<file path="src/rtl/fpu_nor_stage_if.sv">
// fpu_nor_stage_if: EX/NOR pipeline-register fields in, FP writeback fields out.
// The master side is the EX/NOR register plus the writeback consumer.
// The slave side is the normalize/round stage.
interface fpu_nor_stage_if #(
    parameter int FRAC_W = 48,
    parameter int EXP_W  = 8
);
    logic              in_valid;
    logic              in_ready;
    logic [FRAC_W-1:0] norfracALU;
    logic              norswap;
    logic              norsign;
    logic              norsignMAX;
    logic [4:0]        norFALUop;
    logic [EXP_W-1:0]  norexpSUM;
    logic [EXP_W-1:0]  norexpMAX;
    logic              norfregWrite;
    logic [4:0]        norfRd;
    logic              out_valid;
    logic              out_ready;
    logic [31:0]       wbresult;
    logic              wbfregWrite;
    logic [4:0]        wbfRd;
    logic [2:0]        wbflags;

    modport master (
        output in_valid, norfracALU, norswap, norsign, norsignMAX, norFALUop,
               norexpSUM, norexpMAX, norfregWrite, norfRd, out_ready,
        input  in_ready, out_valid, wbresult, wbfregWrite, wbfRd, wbflags
    );

    modport slave (
        input  in_valid, norfracALU, norswap, norsign, norsignMAX, norFALUop,
               norexpSUM, norexpMAX, norfregWrite, norfRd, out_ready,
        output in_ready, out_valid, wbresult, wbfregWrite, wbfRd, wbflags
    );
endinterface

</file>
<file path="src/rtl/fpu_nor_stage.sv">
// fpu_nor_stage: FPU normalize/round stage, two pipeline stages.
//   N1: leading-zero detect and normalizing shift.
//   N2: round-to-nearest-even, exponent adjust, special cases, output register.
// Both stages advance together whenever the output slot is empty or being taken.
// Optional macro FPU_FLAGS_EN: when defined, wbflags {overflow, underflow, inexact}
// is computed and registered; otherwise wbflags is tied to zero.
module fpu_nor_stage #(
    parameter int FRAC_W = 48,
    parameter int EXP_W  = 8
) (
    input  logic          clk,
    input  logic          rst,
    fpu_nor_stage_if.slave bus
);
    // Bit position of the hidden bit once the value is normalized.
    localparam int HB   = FRAC_W - 2;
    localparam int LZ_W = $clog2(FRAC_W);
    localparam int E_W  = EXP_W + 2;
    localparam logic [4:0] OP_FMUL = 5'd2;
    localparam logic [4:0] OP_NOOP = 5'd3;
    localparam logic signed [E_W-1:0] EXP_INF = E_W'((1 << EXP_W) - 1);

    logic                  w_adv;
    logic [LZ_W-1:0]       w_lz;
    logic [HB:0]           w_shl;
    logic [HB:0]           w_n1_n_d;
    logic                  w_n1_sticky_d;
    logic signed [E_W-1:0] w_exp_base;
    logic signed [E_W-1:0] w_n1_exp_d;

    logic                  r_n1_valid;
    logic [4:0]            r_n1_op;
    logic                  r_n1_sign;
    logic signed [E_W-1:0] r_n1_exp;
    logic [HB-1:0]         r_n1_n;
    logic                  r_n1_sticky;
    logic                  r_n1_zero;
    logic                  r_n1_fregw;
    logic [4:0]            r_n1_frd;

    logic [22:0]           w_mant;
    logic                  w_g;
    logic                  w_s;
    logic                  w_inc;
    logic [23:0]           w_mant_sum;
    logic signed [E_W-1:0] w_exp_rnd;
    logic                  w_ovf;
    logic                  w_unf;
    logic                  w_op_ok;
    logic [31:0]           w_result;

    logic                  r_out_valid;
    logic [31:0]           r_wbresult;
    logic                  r_wbfregw;
    logic [4:0]            r_wbfrd;

    assign w_adv        = !r_out_valid || bus.out_ready;
    assign bus.in_ready = w_adv;

    assign w_exp_base = (bus.norFALUop == OP_FMUL) ? signed'(E_W'(bus.norexpSUM))
                                                   : signed'(E_W'(bus.norexpMAX));

    // Leading zeros of frac[HB:0]; the highest set bit wins, all-zero gives HB+1.
    always_comb begin
        w_lz = LZ_W'(HB + 1);
        for (int i = 0; i <= HB; i++) begin
            if (bus.norfracALU[i]) w_lz = LZ_W'(HB - i);
        end
    end

    assign w_shl = bus.norfracALU[HB:0] << w_lz;

    // Normalize: a value in [2,4) shifts right one with sticky, otherwise shift left by lz.
    always_comb begin
        if (bus.norfracALU[FRAC_W-1]) begin
            w_n1_n_d      = bus.norfracALU[FRAC_W-1:1];
            w_n1_sticky_d = bus.norfracALU[0];
            w_n1_exp_d    = w_exp_base + E_W'(1);
        end else begin
            w_n1_n_d      = w_shl;
            w_n1_sticky_d = 1'b0;
            w_n1_exp_d    = w_exp_base - signed'(E_W'(w_lz));
        end
    end

    // N1 register; a clear hidden bit after normalization means the input was zero.
    always_ff @(posedge clk or posedge rst) begin
        if (rst) begin
            r_n1_valid  <= 1'b0;
            r_n1_op     <= '0;
            r_n1_sign   <= 1'b0;
            r_n1_exp    <= '0;
            r_n1_n      <= '0;
            r_n1_sticky <= 1'b0;
            r_n1_zero   <= 1'b0;
            r_n1_fregw  <= 1'b0;
            r_n1_frd    <= '0;
        end else if (w_adv) begin
            r_n1_valid  <= bus.in_valid;
            r_n1_op     <= bus.norFALUop;
            r_n1_sign   <= (bus.norFALUop == OP_FMUL) ? bus.norsign : bus.norsignMAX;
            r_n1_exp    <= w_n1_exp_d;
            r_n1_n      <= w_n1_n_d[HB-1:0];
            r_n1_sticky <= w_n1_sticky_d;
            r_n1_zero   <= !w_n1_n_d[HB];
            r_n1_fregw  <= bus.norfregWrite;
            r_n1_frd    <= bus.norfRd;
        end
    end

    assign w_mant     = r_n1_n[HB-1 -: 23];
    assign w_g        = r_n1_n[HB-24];
    assign w_s        = (|r_n1_n[HB-25:0]) | r_n1_sticky;
    assign w_inc      = w_g & (w_s | w_mant[0]);
    assign w_mant_sum = {1'b0, w_mant} + {23'd0, w_inc};
    assign w_exp_rnd  = r_n1_exp + (w_mant_sum[23] ? E_W'(1) : E_W'(0));
    assign w_ovf      = (w_exp_rnd >= EXP_INF);
    assign w_unf      = (w_exp_rnd <= E_W'(0));
    assign w_op_ok    = (r_n1_op < OP_NOOP);

    // Result selection in priority order: no-op, zero, overflow, underflow, normal.
    always_comb begin
        if (!w_op_ok) begin
            w_result = '0;
        end else if (r_n1_zero) begin
            w_result = {(r_n1_op == OP_FMUL) & r_n1_sign, 31'd0};
        end else if (w_ovf) begin
            w_result = {r_n1_sign, {EXP_W{1'b1}}, 23'd0};
        end else if (w_unf) begin
            w_result = {r_n1_sign, 31'd0};
        end else begin
            w_result = {r_n1_sign, w_exp_rnd[EXP_W-1:0], w_mant_sum[22:0]};
        end
    end

    // Output register; holds while the writeback side stalls.
    always_ff @(posedge clk or posedge rst) begin
        if (rst) begin
            r_out_valid <= 1'b0;
            r_wbresult  <= '0;
            r_wbfregw   <= 1'b0;
            r_wbfrd     <= '0;
        end else if (w_adv) begin
            r_out_valid <= r_n1_valid;
            r_wbresult  <= w_result;
            r_wbfregw   <= r_n1_fregw & r_n1_valid & w_op_ok;
            r_wbfrd     <= r_n1_frd;
        end
    end

    assign bus.out_valid   = r_out_valid;
    assign bus.wbresult    = r_wbresult;
    assign bus.wbfregWrite = r_wbfregw;
    assign bus.wbfRd       = r_wbfrd;

`ifdef FPU_FLAGS_EN
    logic [2:0] w_flags;
    logic [2:0] r_wbflags;

    // Flags only for real arithmetic results; a zero result is exact.
    always_comb begin
        if (!w_op_ok || r_n1_zero) w_flags = 3'b000;
        else                       w_flags = {w_ovf, w_unf, w_g | w_s};
    end

    // Flag register advances with the result register.
    always_ff @(posedge clk or posedge rst) begin
        if (rst)        r_wbflags <= 3'b000;
        else if (w_adv) r_wbflags <= w_flags;
    end

    assign bus.wbflags = r_wbflags;
`else
    assign bus.wbflags = 3'b000;
`endif
endmodule

</file>
<file path="src/flat_wrapper.sv">
// flat-port wrapper written by rule: the top's interface ports become plain ports
module fpu_nor_stage_flat 
#(
    parameter int FRAC_W = 48,
    parameter int EXP_W  = 8
)
  (clk, rst, bus_in_valid, bus_norfracALU, bus_norswap, bus_norsign, bus_norsignMAX, bus_norFALUop, bus_norexpSUM, bus_norexpMAX, bus_norfregWrite, bus_norfRd, bus_out_ready, bus_in_ready, bus_out_valid, bus_wbresult, bus_wbfregWrite, bus_wbfRd, bus_wbflags);
  fpu_nor_stage_if #(.FRAC_W(FRAC_W), .EXP_W(EXP_W)) bus_i ();
  input  logic clk;
  input  logic rst;
  input wire logic [$bits(bus_i.in_valid)-1:0] bus_in_valid;
  input wire logic [$bits(bus_i.norfracALU)-1:0] bus_norfracALU;
  input wire logic [$bits(bus_i.norswap)-1:0] bus_norswap;
  input wire logic [$bits(bus_i.norsign)-1:0] bus_norsign;
  input wire logic [$bits(bus_i.norsignMAX)-1:0] bus_norsignMAX;
  input wire logic [$bits(bus_i.norFALUop)-1:0] bus_norFALUop;
  input wire logic [$bits(bus_i.norexpSUM)-1:0] bus_norexpSUM;
  input wire logic [$bits(bus_i.norexpMAX)-1:0] bus_norexpMAX;
  input wire logic [$bits(bus_i.norfregWrite)-1:0] bus_norfregWrite;
  input wire logic [$bits(bus_i.norfRd)-1:0] bus_norfRd;
  input wire logic [$bits(bus_i.out_ready)-1:0] bus_out_ready;
  output wire logic [$bits(bus_i.in_ready)-1:0] bus_in_ready;
  output wire logic [$bits(bus_i.out_valid)-1:0] bus_out_valid;
  output wire logic [$bits(bus_i.wbresult)-1:0] bus_wbresult;
  output wire logic [$bits(bus_i.wbfregWrite)-1:0] bus_wbfregWrite;
  output wire logic [$bits(bus_i.wbfRd)-1:0] bus_wbfRd;
  output wire logic [$bits(bus_i.wbflags)-1:0] bus_wbflags;
  assign bus_i.in_valid = bus_in_valid;
  assign bus_i.norfracALU = bus_norfracALU;
  assign bus_i.norswap = bus_norswap;
  assign bus_i.norsign = bus_norsign;
  assign bus_i.norsignMAX = bus_norsignMAX;
  assign bus_i.norFALUop = bus_norFALUop;
  assign bus_i.norexpSUM = bus_norexpSUM;
  assign bus_i.norexpMAX = bus_norexpMAX;
  assign bus_i.norfregWrite = bus_norfregWrite;
  assign bus_i.norfRd = bus_norfRd;
  assign bus_i.out_ready = bus_out_ready;
  assign bus_in_ready = bus_i.in_ready;
  assign bus_out_valid = bus_i.out_valid;
  assign bus_wbresult = bus_i.wbresult;
  assign bus_wbfregWrite = bus_i.wbfregWrite;
  assign bus_wbfRd = bus_i.wbfRd;
  assign bus_wbflags = bus_i.wbflags;
  fpu_nor_stage #(.FRAC_W(FRAC_W), .EXP_W(EXP_W)) u_core (.clk(clk), .rst(rst), .bus(bus_i));
endmodule
</file>
<file path="config.mk">
export PLATFORM = sky130hd
export DESIGN_NAME = fpu_nor_stage_flat
export DESIGN_NICKNAME = d
export VERILOG_FILES = /design/src/rtl/fpu_nor_stage_if.sv /design/src/rtl/fpu_nor_stage.sv /design/src/flat_wrapper.sv
export SDC_FILE = /design/constraint.sdc
export NUM_CORES = 1
export LEC_CHECK = 0
export BUFFER_PORTS_ARGS = -buffer_cell sky130_fd_sc_hd__clkbuf_2
export CAP_MARGIN = 30
export CORE_UTILIZATION = 55
export CTS_BUF_LIST = sky130_fd_sc_hd__clkbuf_8
export CTS_CLUSTER_SIZE = 40
export DETAILED_ROUTE_END_ITERATION = 8
export PLACE_DENSITY = 0.8
export SETUP_SLACK_MARGIN = 0.02
export SYNTH_ARGS = -nofsm -noshare
export SYNTH_HDL_FRONTEND = slang
export SYNTH_SLANG_ARGS = --single-unit
</file>
<file path="constraint.sdc">
create_clock -name clk -period 3.42 [get_ports clk]
set_input_delay 0.684 -clock clk [delete_from_list [all_inputs] [get_ports clk]]
set_output_delay 0.684 -clock clk [all_outputs]
set_load 0.01 [all_outputs]
</file>
# Yosys cells after proc, flatten, opt, wreduce, memory -nomap -nowiden

Cells that the tools add are included.

Memory bits (writable): 0
Memories kept: 0
Logic and storage cells: 90
Register bits: 110
Input bits: 82
Memory bits (read-only): 0
Latch bits: 0
Output and inout port bits: 43

$lt $le $gt $ge: 3
Bitwise operators: 6
Shifts and indexed selects: 1
Div/mod/pow operators: 0
Reductions and logical operators: 4
Multiplexer cells: 57
$mul: 0
$add $sub $neg: 4
Equal/unequal tests: 2

Operators with widths:

| kind                                                                         | count |
|---|---|
| 6-bit 2-to-1 mux                                                             | 32 |
| 32-bit 2-to-1 mux                                                            | 2 |
| 31-bit 2-to-1 mux                                                            | 2 |
| 47-bit 2-to-1 mux                                                            | 1 |
| 47-bit by 6-bit left shift with 47-bit output                                | 1 |
| 4-bit 2-to-1 mux                                                             | 8 |
| 23-bit by 1-bit adder with 24-bit output                                     | 1 |
| 22-bit OR reduction                                                          | 1 |
| 3-bit 2-to-1 mux                                                             | 4 |
| 10-bit adder                                                                 | 1 |
| 10-bit by 2-bit adder with 10-bit output, second input constant              | 1 |
| 5-bit by 2-bit == test with 1-bit output, second input constant              | 2 |
| 10-bit by 9-bit >= comparator with 1-bit output, second input constant       | 1 |
| 10-bit by 1-bit <= comparator with 1-bit output, second input constant       | 1 |
| 10-bit 2-to-1 mux                                                            | 1 |
| 10-bit by 7-bit subtractor with 10-bit output                                | 1 |
| 8-bit 2-to-1 mux                                                             | 1 |
| 5-bit by 2-bit less-than comparator with 1-bit output, second input constant | 1 |
| 1-bit AND                                                                    | 4 |
| 1-bit 2-to-1 mux                                                             | 4 |
| 2-bit 2-to-1 mux                                                             | 2 |
| 1-bit logical NOT                                                            | 2 |
| 1-bit bitwise OR                                                             | 2 |
| 1-bit logical OR                                                             | 1 |

# Logic depth before layout (Yosys ltp)

Gate-level depths: netlist of the first run.

Depth after elaboration: 50
Gate-level depth with buffers: 20
Gate-level depth less buffers: 18

# Least setup slack after synthesis of the first run

OpenSTA, ideal clock, no wires.

Path kind: input to register
Start point: input bus_norfracALU[8]
End point: register u_core.r_n1_exp[6]
Arrival: 3913 ps
Library setup time: 141 ps
Setup slack: -635 ps
Path buffers: 4
Cell stages on the path: 18
Data required time: 3279 ps
Path through: clkbuf_1 > or4_1 > o2111ai_1 > a31oi_1 > o21a_1 > inv_2 > buf_2 > buf_2 > buf_1 > ha_1 > a21o_1 > a21oi_1 > nor2b_1 > o21ai_0 > nand2_1 > o21ai_0 > xor2_1 > a21oi_1

Cells in the longest elaborated chain, start to end: 41

RTL lines:

| item                                          | line                 | text |
|---|---|---|
| from (decl)                                   | flat_wrapper.sv:12   | `input wire logic [$bits(bus_i.norfracALU)-1:0] bus_norfracALU;` |
| 4-bit 2-to-1 mux (7 in a row)                 | fpu_nor_stage.sv:67  | `if (bus.norfracALU[i]) w_lz = LZ_W'(HB - i);` |
| 6-bit 2-to-1 mux (32 in a row)                | fpu_nor_stage.sv:67  |  |
| 10-bit by 7-bit subtractor with 10-bit output | fpu_nor_stage.sv:82  | `w_n1_exp_d = w_exp_base - signed'(E_W'(w_lz));` |
| 10-bit 2-to-1 mux                             | fpu_nor_stage.sv:75  | `if (bus.norfracALU[FRAC_W-1]) begin` |
| to (signal assigned)                          | fpu_nor_stage.sv:102 | `r_n1_exp <= w_n1_exp_d;` |
| to (decl)                                     | fpu_nor_stage.sv:34  | `logic signed [E_W-1:0] r_n1_exp;` |

No other way between the ends.
A chain may end at the register's enable or synchronous reset.

# Final worst setup path of the first run

Start point: register u_core.r_n1_n[25]
End point: register u_core.r_wbresult[4] (netlist: u_core.bus.wbresult[4])

Cells in the longest elaborated chain, start to end: 8
Elaborated cells on any way between the ends: 9
Those cells by class: add/sub: 2; order compare: 2; mux: 5

RTL lines:

| item                                            | line                 | text |
|---|---|---|
| from (decl)                                     | fpu_nor_stage.sv:35  | `logic [HB-1:0] r_n1_n;` |
| from (signal assigned)                          | fpu_nor_stage.sv:103 | `r_n1_n <= w_n1_n_d[HB-1:0];` |
| 23-bit by 1-bit adder with 24-bit output (*)    | fpu_nor_stage.sv:115 | `assign w_mant_sum = {1'b0, w_mant} + {23'd0, w_inc};` |
| 1-bit 2-to-1 mux                                | fpu_nor_stage.sv:116 | `assign w_exp_rnd = r_n1_exp + (w_mant_sum[23] ? E_W'(1) : E_W'(0));` |
| 10-bit adder                                    | fpu_nor_stage.sv:116 |  |
| 10-bit by 1-bit <= comparator with 1-bit output | fpu_nor_stage.sv:118 | `assign w_unf = (w_exp_rnd <= E_W'(0));` |
| 31-bit 2-to-1 mux                               | fpu_nor_stage.sv:129 | `end else if (w_unf) begin` |
| 31-bit 2-to-1 mux (*)                           | fpu_nor_stage.sv:127 | `end else if (w_ovf) begin` |
| 32-bit 2-to-1 mux (*)                           | fpu_nor_stage.sv:125 | `end else if (r_n1_zero) begin` |
| 32-bit 2-to-1 mux (*)                           | fpu_nor_stage.sv:123 | `if (!w_op_ok) begin` |
| to (signal assigned)                            | fpu_nor_stage.sv:145 | `r_wbresult <= w_result;` |
| to (decl)                                       | fpu_nor_stage.sv:53  | `logic [31:0] r_wbresult;` |

Every way passes the cells marked *; elsewhere a longest branch is shown, timed or not.

==> results of run 1 <==
==> worst paths after layout <==
kind	startpoint	to	cells past startpoint
setup / recovery	u_core.r_n1_n[25]	u_core.bus.wbresult[4]	18
hold / removal	rst	u_core.r_n1_n[39]	2
setup reg to reg	u_core.r_n1_n[25]	u_core.bus.wbresult[4]	18
hold reg to reg	u_core.r_n1_frd[0]	u_core.r_n1_frd[0]	2
max in group asynchronous	rst	u_core.r_n1_n[3]	3
min in group clk	u_core.r_n1_frd[0]	u_core.r_n1_frd[0]	2
==> critical path: stages, from the launching register on <==
cell     delay, ns
dfrtp_1       0.39
nand4_1       0.15
nor2_2        0.19
and3_4        0.20
and3_4        0.19
and3_4        0.21
nand2_4       0.09
nor2_4        0.25
and3_4        0.32
ha_4          0.18
nand3_2       0.13
nor2_2        0.17
nand4_1       0.28
xnor2_2       0.25
buf_4         0.19
a41oi_4       0.25
nand2_4       0.15
buf_12        0.18
o21ai_0       0.25
==> metal layers <==
layer / up-vias / global-route usage [%]
met1: 5961 / 62.1
met3: 372 / 13.2
met4: 2 / 29.4
li1: 5259 / -
met5: - / 0
met2: 1289 / 75.8
==> cells in the final DEF, fill, tap and decap left out, drive strengths merged, types with 20 or more instances in the layout <==
cell type / count
nand3: 30
a211oi: 25
inv: 29
nand2: 161
nor2: 117
a21oi: 92
xnor2: 20
and3: 21
o21ai: 67
a221oi: 25
mux2i: 53
clkbuf: 130
nor3: 32
a31oi: 21
buf: 358
dfrtp: 110
==> flip-flops by register name, summed over array words and instances (netlist names) <==
| name | cells |
|---|---|
| u_core.r_n1_n | 46 |
| u_core.r_n1_frd | 5 |
| u_core.r_n1_sticky | 1 |
| u_core.r_n1_valid | 1 |
| u_core.bus.wbresult | 32 |
| u_core.bus.wbfRd | 5 |
| u_core.r_n1_exp | 10 |
| u_core.r_n1_fregw | 1 |
| u_core.r_n1_zero | 1 |
| u_core.bus.wbfregWrite | 1 |
| u_core.r_n1_sign | 1 |
| u_core.r_n1_op | 5 |
| u_core.bus.out_valid | 1 |
==> metrics by stage <==
| step | utilization (%) | total power (uW) |
|---|---|---|
| 6_report | 81.8 | 4530 |
| 5_1_grt | 81.8 | 4640 |
| 4_1_cts | 77.1 | 4110 |
| 3_5_place_dp | 75.2 | 3350 |
| 3_3_place_gp | 75.2 | 3290 |
| 2_1_floorplan | - | 2530 |
==> power by group through the flow <==
stage                     Combinational [uW]  Sequential (uW)  Clock [uW]
after floorplan                          882             1650           0
after global placement                  1640             1640           0
after detailed placement                1690             1660           0
after CTS                               1730             1640         743
after global routing                    2130             1700         808
final                                   2060             1690         781
==> cell usage after synthesis, types with 24 or more instances <==
cell type | n | area share (%)
nor2_1 | 117 | 4.6
nand2_1 | 160 | 6.3
dfrtp_1 | 110 | 29
o21ai_0 | 63 | 3.3
a221oi_1 | 25 | 2.3
clkbuf_1 | 62 | 2.4
nand3_1 | 30 | 1.6
mux2i_1 | 52 | 5.5
a211oi_1 | 24 | 1.9
a21oi_1 | 91 | 4.8
nor3_1 | 31 | 1.6
inv_1 | 25 | 0.99
==> cell families after synthesis <==
kind of cell               after synthesis  share of synthesized area, %
xor gates and xnor gates                38                          3.50
AOI/OAI and AO/OA                      394                          29.3
DFF                                    110                          29.0
muxes                                   73                          9.15
other                                    1                        0.0395
buffers and inverters                  126                          6.14
adders and majority gates               11                          1.53
and+or+nand+nor                        438                          21.4
==> final cells by class <==
class / count / area [um2]
clock inverter: 5 / 33.8
timing repair buffer: 478 / 3480
inverter: 29 / 128
fill: 1065 / 3040
clock buffer: 10 / 138
sequential: 110 / 2750
multi-input combinational: 957 / 6860
tap: 220 / 275
==> repair_timing <==
item / CTS / global route
setup buffers: 9 / 23
gates cloned: 0 / 3
resized for setup: 24 / 140
pin swaps: 11 / 54
setup endpoints to repair: 35 / 66
==> impl_metrics.ini, run 1 <==
[placed_design]
numPortBuffers = 120
dp.cells = 1763
gp_congestion = 1.05
placed_cell_area_um2 = 12600
pre_cts_ws_ns = -0.497
hpwl_mm = 33.4

[worst_setup_path]
rrSetupSlack_ns = -0.72
crit_arrival_ns = 4.44
path_max_fanout = 11
required_ns = 3.72
crit_path_start_kind = flip-flop
path_class = reg -> reg
endpoint_kind = flip-flop

[finish]
num_antenna_cells = 0
final_net_count = 1678
drive_gt1_share_pct = 40.5
final_area_um2 = 13700
area_growth_pct = 43.8
final_cells = 1809

[global_routing]
grt_pass1_vias = 11700
grt_max_degree = 93
grt_pass1_wl_mm = 65.9
antenna_found_initial = 1
grt_usage_pct = 49.3
overflow = 0

[sta]
tightest_slew_ns = 0.773
rsz0062_at_grt = true
fin_ws_ns = -0.722
setup_viol = 35
slew_headroom_pct = 48.2
totalNegativeSetupSlack_ns = -17.17
min_period_ns = 4.14
finalCritPeriodShare_pct = 121
hold_viol = 0
timing.final.max_slew_violations = 0
fin_hold_ws_ns = 0.281
fmax_mhz = 241
fin_worst_skew_ns = 0.0149

[drt]
final_antenna_net_count = 0
drt-pass1-iter-count = 9
wl_per_cell_um = 27.4
wl_met3_mm = 7.28
wl_met1_mm = 16.9
drtIter0Drc = 2180
wirelength_mm = 49.5
highest_layer = met5
drcViolationCount = 5
drt-vias-per-instance = 7.12
vias = 12900
wl_met2_mm = 21.0

[power]
p_sw_uw = 1890
power_frac_comb_pct = 45.5
leakage_uw = 0.00628
internal_power_uw = 2640
irDropWorstVdd_mv = 0.281
power_frac_clock_pct = 17.2
seq_power_share_pct = 37.3
switching_share_pct = 41.7
power_density_nw_per_um2 = 331

[min_path]
hold_class = in -> async

[die]
io-pin-count = 125
die_x_um = 133
die_height_um = 133
coreArea_um2 = 16700
num_rows = 47
initial_core_util_pct = 56.9
die_area_um2 = 17800

[outcome]
status = finished, violations left
violations = design-rule violations, negative setup slack

[cts]
numClockSinks = 110
root_buffer = clkbuf_8
insertion_delay_ns = 0.41
tritoncts = yes
hold_buffers = 0
clock_path_buffers = 2
cts_max_level = 3
clk_pin_slew_worst_paths_ns = 0.12
cts-buffers-inserted = 9

[yosys]
synth_seq_cells = 110
synth.avg_cell_area_um2 = 7.98
async_reset_ff_share_pct = 100
synth_flop_cell = dfrtp_1
synth_edf_count = 0
synth_area_um2 = 9500
seq_area_frac_synth_pct = 29.0
postSynthCellCount = 1191
yosysWarnings = 0
yosysUniqueCellTypes = 93

[flow_run]
drv_cap = 0
Note: power is estimated with default switching activity, not from simulation.
==> run 2, diff against run 1 <==
--- a/config.mk
+++ b/config.mk
@@ -5,6 +5,7 @@
 export SDC_FILE = /design/constraint.sdc
 export NUM_CORES = 1
 export LEC_CHECK = 0
+export ABC_AREA = 1
 export BUFFER_PORTS_ARGS = -buffer_cell sky130_fd_sc_hd__clkbuf_2
 export CAP_MARGIN = 30
 export CORE_UTILIZATION = 55
==> run 2 against run 1 <==
Effect of this change: the run now fails in global routing (5_1_grt); synthesized cell count rose by 21%; area after synthesis decreased by 5.2%.
==> impl_metrics.ini, run 2 <==
[die]
die_height_um = 130
die_x_um = 130
num_rows = 46
io-pin-count = 125
initial_core_util_pct = 56.5

[yosys]
yosysMostFrequentCell = nand2_1
yosysUniqueCellTypes = 45
yosysTopAreaCell = dfrtp_1
yosysWarnings = 0
synth_edf_count = 0
postSynthCellCount = 1443
synth_common_cells = nand2_1, nand3_1, inv_1, dfrtp_1, nor2_1
synth_flop_cell = dfrtp_1
synth_area_um2 = 9000
synth_top_area_share_pct = 30.6
synth_seq_cells = 110
ys_top_cells_by_area = dfrtp_1, nand3_1, nand2_1
async_reset_ff_share_pct = 100
synth.avg_cell_area_um2 = 6.24
seq_area_frac_synth_pct = 30.6

[placed_design]
pre_cts_ws_ns = -1.27
dp.cells = 1901
gp_congestion = 1.06
numPortBuffers = 120
hpwl_mm = 26.8

[outcome]
status = stopped before the end
failing_step = global routing (5_1_grt)
first-error = [ERROR GRT-0116] Global routing finished with congestion. Check the congestion regions in the DRC Viewer.

[cts]
cts_max_level = 3
hold_buffers = 0
numClockSinks = 110
cts-buffers-inserted = 9
clock_path_buffers = 2
root_buffer = clkbuf_8

[global_routing]
grt_pass1_wl_mm = 99.7
grt_usage_pct = 80.6
grt_pass1_vias = 16200
overflow = 9
grt_max_degree = 96
==> run 2: routing by layer <==
layer / overflow / track usage (%)
met5: 0 / 37.9
met2: 3 / 93.3
met1: 1 / 81.8
met4: 5 / 76.5
met3: 0 / 70.6
==> run 2: metrics by stage <==
stage / area (um2) / util [%]
floorplan: 9430 / -
global placement: 11500 / 71.9
detailed placement: 11500 / 71.9
CTS: 14700 / 92.3
==> run 2: what timing repair did <==
action	CTS
cloned	6
endpoints found under the setup margin	87
buffers inserted	128
resized for setup	426
pin swaps	166
==> run 2: cells by family after synthesis <==
kind of cell             Yosys count  synth area share (%)
AO/OA/AOI/OAI                    205                  13.2
XOR/XNOR                          13                  1.26
adder cells (fa/ha/maj)           11                  1.61
buffers and inverters            236                  10.6
flip-flops                       110                  30.6
other                              1                0.0416
AND/OR/NAND/NOR                  867                  42.8
==> run 3, diff against run 2 <==
--- a/config.mk
+++ b/config.mk
@@ -8,12 +8,9 @@
 export ABC_AREA = 1
 export BUFFER_PORTS_ARGS = -buffer_cell sky130_fd_sc_hd__clkbuf_2
 export CAP_MARGIN = 30
-export CORE_UTILIZATION = 55
-export CTS_BUF_LIST = sky130_fd_sc_hd__clkbuf_8
-export CTS_CLUSTER_SIZE = 40
+export CORE_UTILIZATION = 40
 export DETAILED_ROUTE_END_ITERATION = 8
-export PLACE_DENSITY = 0.8
-export SETUP_SLACK_MARGIN = 0.02
+export PLACE_DENSITY_LB_ADDON = 0.15
 export SYNTH_ARGS = -nofsm -noshare
 export SYNTH_HDL_FRONTEND = slang
 export SYNTH_SLANG_ARGS = --single-unit
==> constraint.sdc (replaced) <==
create_clock -name clk -period 4.45 [get_ports clk]
set_input_delay 0.89 -clock clk [delete_from_list [all_inputs] [get_ports clk]]
set_output_delay 0.89 -clock clk [all_outputs]
set_load 0.01 [all_outputs]
==> run 3 against run 2 <==
Effect of this change: the flow now finishes, with violations (design-rule violations, negative setup slack); synthesized cell count unchanged; area after synthesis is the same.
==> impl_metrics.ini, run 3 <==
[yosys]
synth_area_um2 = 9000
async_reset_ff_share_pct = 100
synth_flop_cell = dfrtp_1
synth_top_area_share_pct = 30.6
yosysWarnings = 0
synth_seq_cells = 110
ys_top_cells_by_area = dfrtp_1, nand3_1, nand2_1
yosysMostFrequentCell = nand2_1
yosysTopAreaCell = dfrtp_1
synth_edf_count = 0
yosysUniqueCellTypes = 45
postSynthCellCount = 1443
seq_area_frac_synth_pct = 30.6
synth_common_cells = nand2_1, nand3_1, inv_1, dfrtp_1, nor2_1
synth.avg_cell_area_um2 = 6.24

[cts]
clock_path_buffers = 2
root_buffer = clkbuf_16
tritoncts = yes
numClockSinks = 110
cts_max_level = 3
hold_buffers = 0
insertion_delay_ns = 0.37
clk_pin_slew_worst_paths_ns = 0.08
cts-buffers-inserted = 9

[finish]
layout_commonest_cell = nand2_1
final_cell_mix = nand2_1, buf_4, nand3_1, inv_1, clkbuf_2
final_cells = 2017
final_net_count = 1825
multi_input_area_um2 = 7130
num_antenna_cells = 0
final_area_um2 = 13800
largest_reg_flops = 46
drive_gt1_share_pct = 40.7
seq_area_um2 = 2750
area_growth_pct = 53.1
top_register = u_core.r_n1_n
fillers = 1932

[power]
power_density_nw_per_um2 = 261
leakage_uw = 0.00684
p_total_uw = 3600
irDropWorstVdd_mv = 0.208

[worst_setup_path]
cp_slowest_cell = o211ai_1
max_stage_delay_ns = 0.54
crit_path_start_kind = input port
path_common_cell = nand3_1
endpoint_kind = flip-flop
r2r_start = u_core.r_n1_n[22]
path_max_fanout = 30
required_ns = 4.74
crit_start = bus_norfracALU[1]
path_class = in -> reg
crit_arrival_ns = 5.24

[placed_design]
numPortBuffers = 120
hpwl_mm = 25.1
dp.cells = 1896
placed_cell_area_um2 = 10600
gp_congestion = 0.968
pre_cts_ws_ns = -0.598

[flow_run]
drv_cap = 0

[global_routing]
antenna_found_initial = 0
grt_pass1_vias = 10400
globalRouteMet2Util_pct = 50.7
grt_usage_pct = 30.4
grt_max_degree = 68
grt.busiest_layer = met2
grt_use_met1_pct = 40.0
grt_use_met3_pct = 4.39
grt_pass1_wl_mm = 55.7
overflow = 0

[sta]
totalNegativeSetupSlack_ns = -15.44
slew_headroom_pct = 39.1
fmax_mhz = 202
finalCritPeriodShare_pct = 111
hold_viol = 0
rsz0062_at_grt = true
fin_worst_skew_ns = 0.0202
min_period_ns = 4.95
fin_ws_ns = -0.497
setup_viol = 81
tightest_slew_ns = 0.906
timing.final.max_slew_violations = 0

[drt]
wirelength_mm = 39.0
final_antenna_net_count = 0
vias = 11700
drt-pass1-iter-count = 8
drt-vias-per-instance = 5.81
wl_per_cell_um = 19.3
drtIter0Drc = 1089
drcViolationCount = 24

[die]
die_area_um2 = 23100
num_rows = 54
die_height_um = 152
initial_core_util_pct = 41.0
die_x_um = 152
coreArea_um2 = 22000
io-pin-count = 125

[min_path]
hold_class = reg -> reg
hp-start = u_core.r_n1_frd[0]

[outcome]
status = finished, violations left
violations = design-rule violations, negative setup slack
[run 3: what timing repair did]
item,4_1_cts,5_1_grt
resized for setup,30,428
pin swaps,17,139
endpoints found under the setup margin,63,87
gates cloned,0,6
buffers inserted,70,32
[run 3: through the flow]
stage / util (%) / hold WS (ns)
floorplan: - / 0.442
global placement: 48.5 / 0.447
detailed placement: 48.5 / 0.458
CTS: 52.7 / 0.472
global route: 62.8 / 0.499
finish: 62.8 / 0.470
[run 3: per-layer routing]
layer  wire length (um)  vias to the layer above
li1                   -                     5430
met1              15900                     5572
met2              18500                      569
met3               2760                      141
met4               1780                        0
met5                  0                        -
[run 3: area by class of cell]
cell class              instances  share of cell area [%]
multi-input cells            1099                    51.7
flip-flops and latches        110                    20.0
repair buffers                354                    19.0
inverters                     158                    4.39
well taps                     280                    2.54
clock buffers                  10                    1.66
clock inverters                 6                   0.681
[run 3: path summary, 6_finish.rpt]
kind,endpoint,slack (ns),cells after the start
worst max-delay path,u_core.r_n1_n[44],-0.50,33
worst min-delay path,u_core.bus.wbfRd[0],0.47,2
worst max register to register,u_core.bus.wbresult[11],-0.31,39
worst min register to register,u_core.bus.wbfRd[0],0.47,2
max in group asynchronous,u_core.bus.wbresult[14],2.94,3
min in group asynchronous,u_core.bus.wbfregWrite,0.60,2
[run 3: cells by family after synthesis]
kind of cell | share of synthesized area (%)
AO/OA/AOI/OAI | 13.2
buffers and inverters | 10.6
adder cells (fa/ha/maj) | 1.61
XOR/XNOR | 1.26
flip-flops | 30.6
AND/OR/NAND/NOR | 42.8
other | 0.0416
[run 3: where the power goes]
group          leakage (uW)  switching [uW]  internal [uW]
sequential          0.00137             116           1140
clock              0.000159             420            502
combinational       0.00531             868            549
total               0.00684            1400           2190
[run 3: critical path, delay by kind of cell]
kind	cells	cell delay, ns
compound gates	7	1.44
simple gates	18	1.67
buf+inv	8	1.22
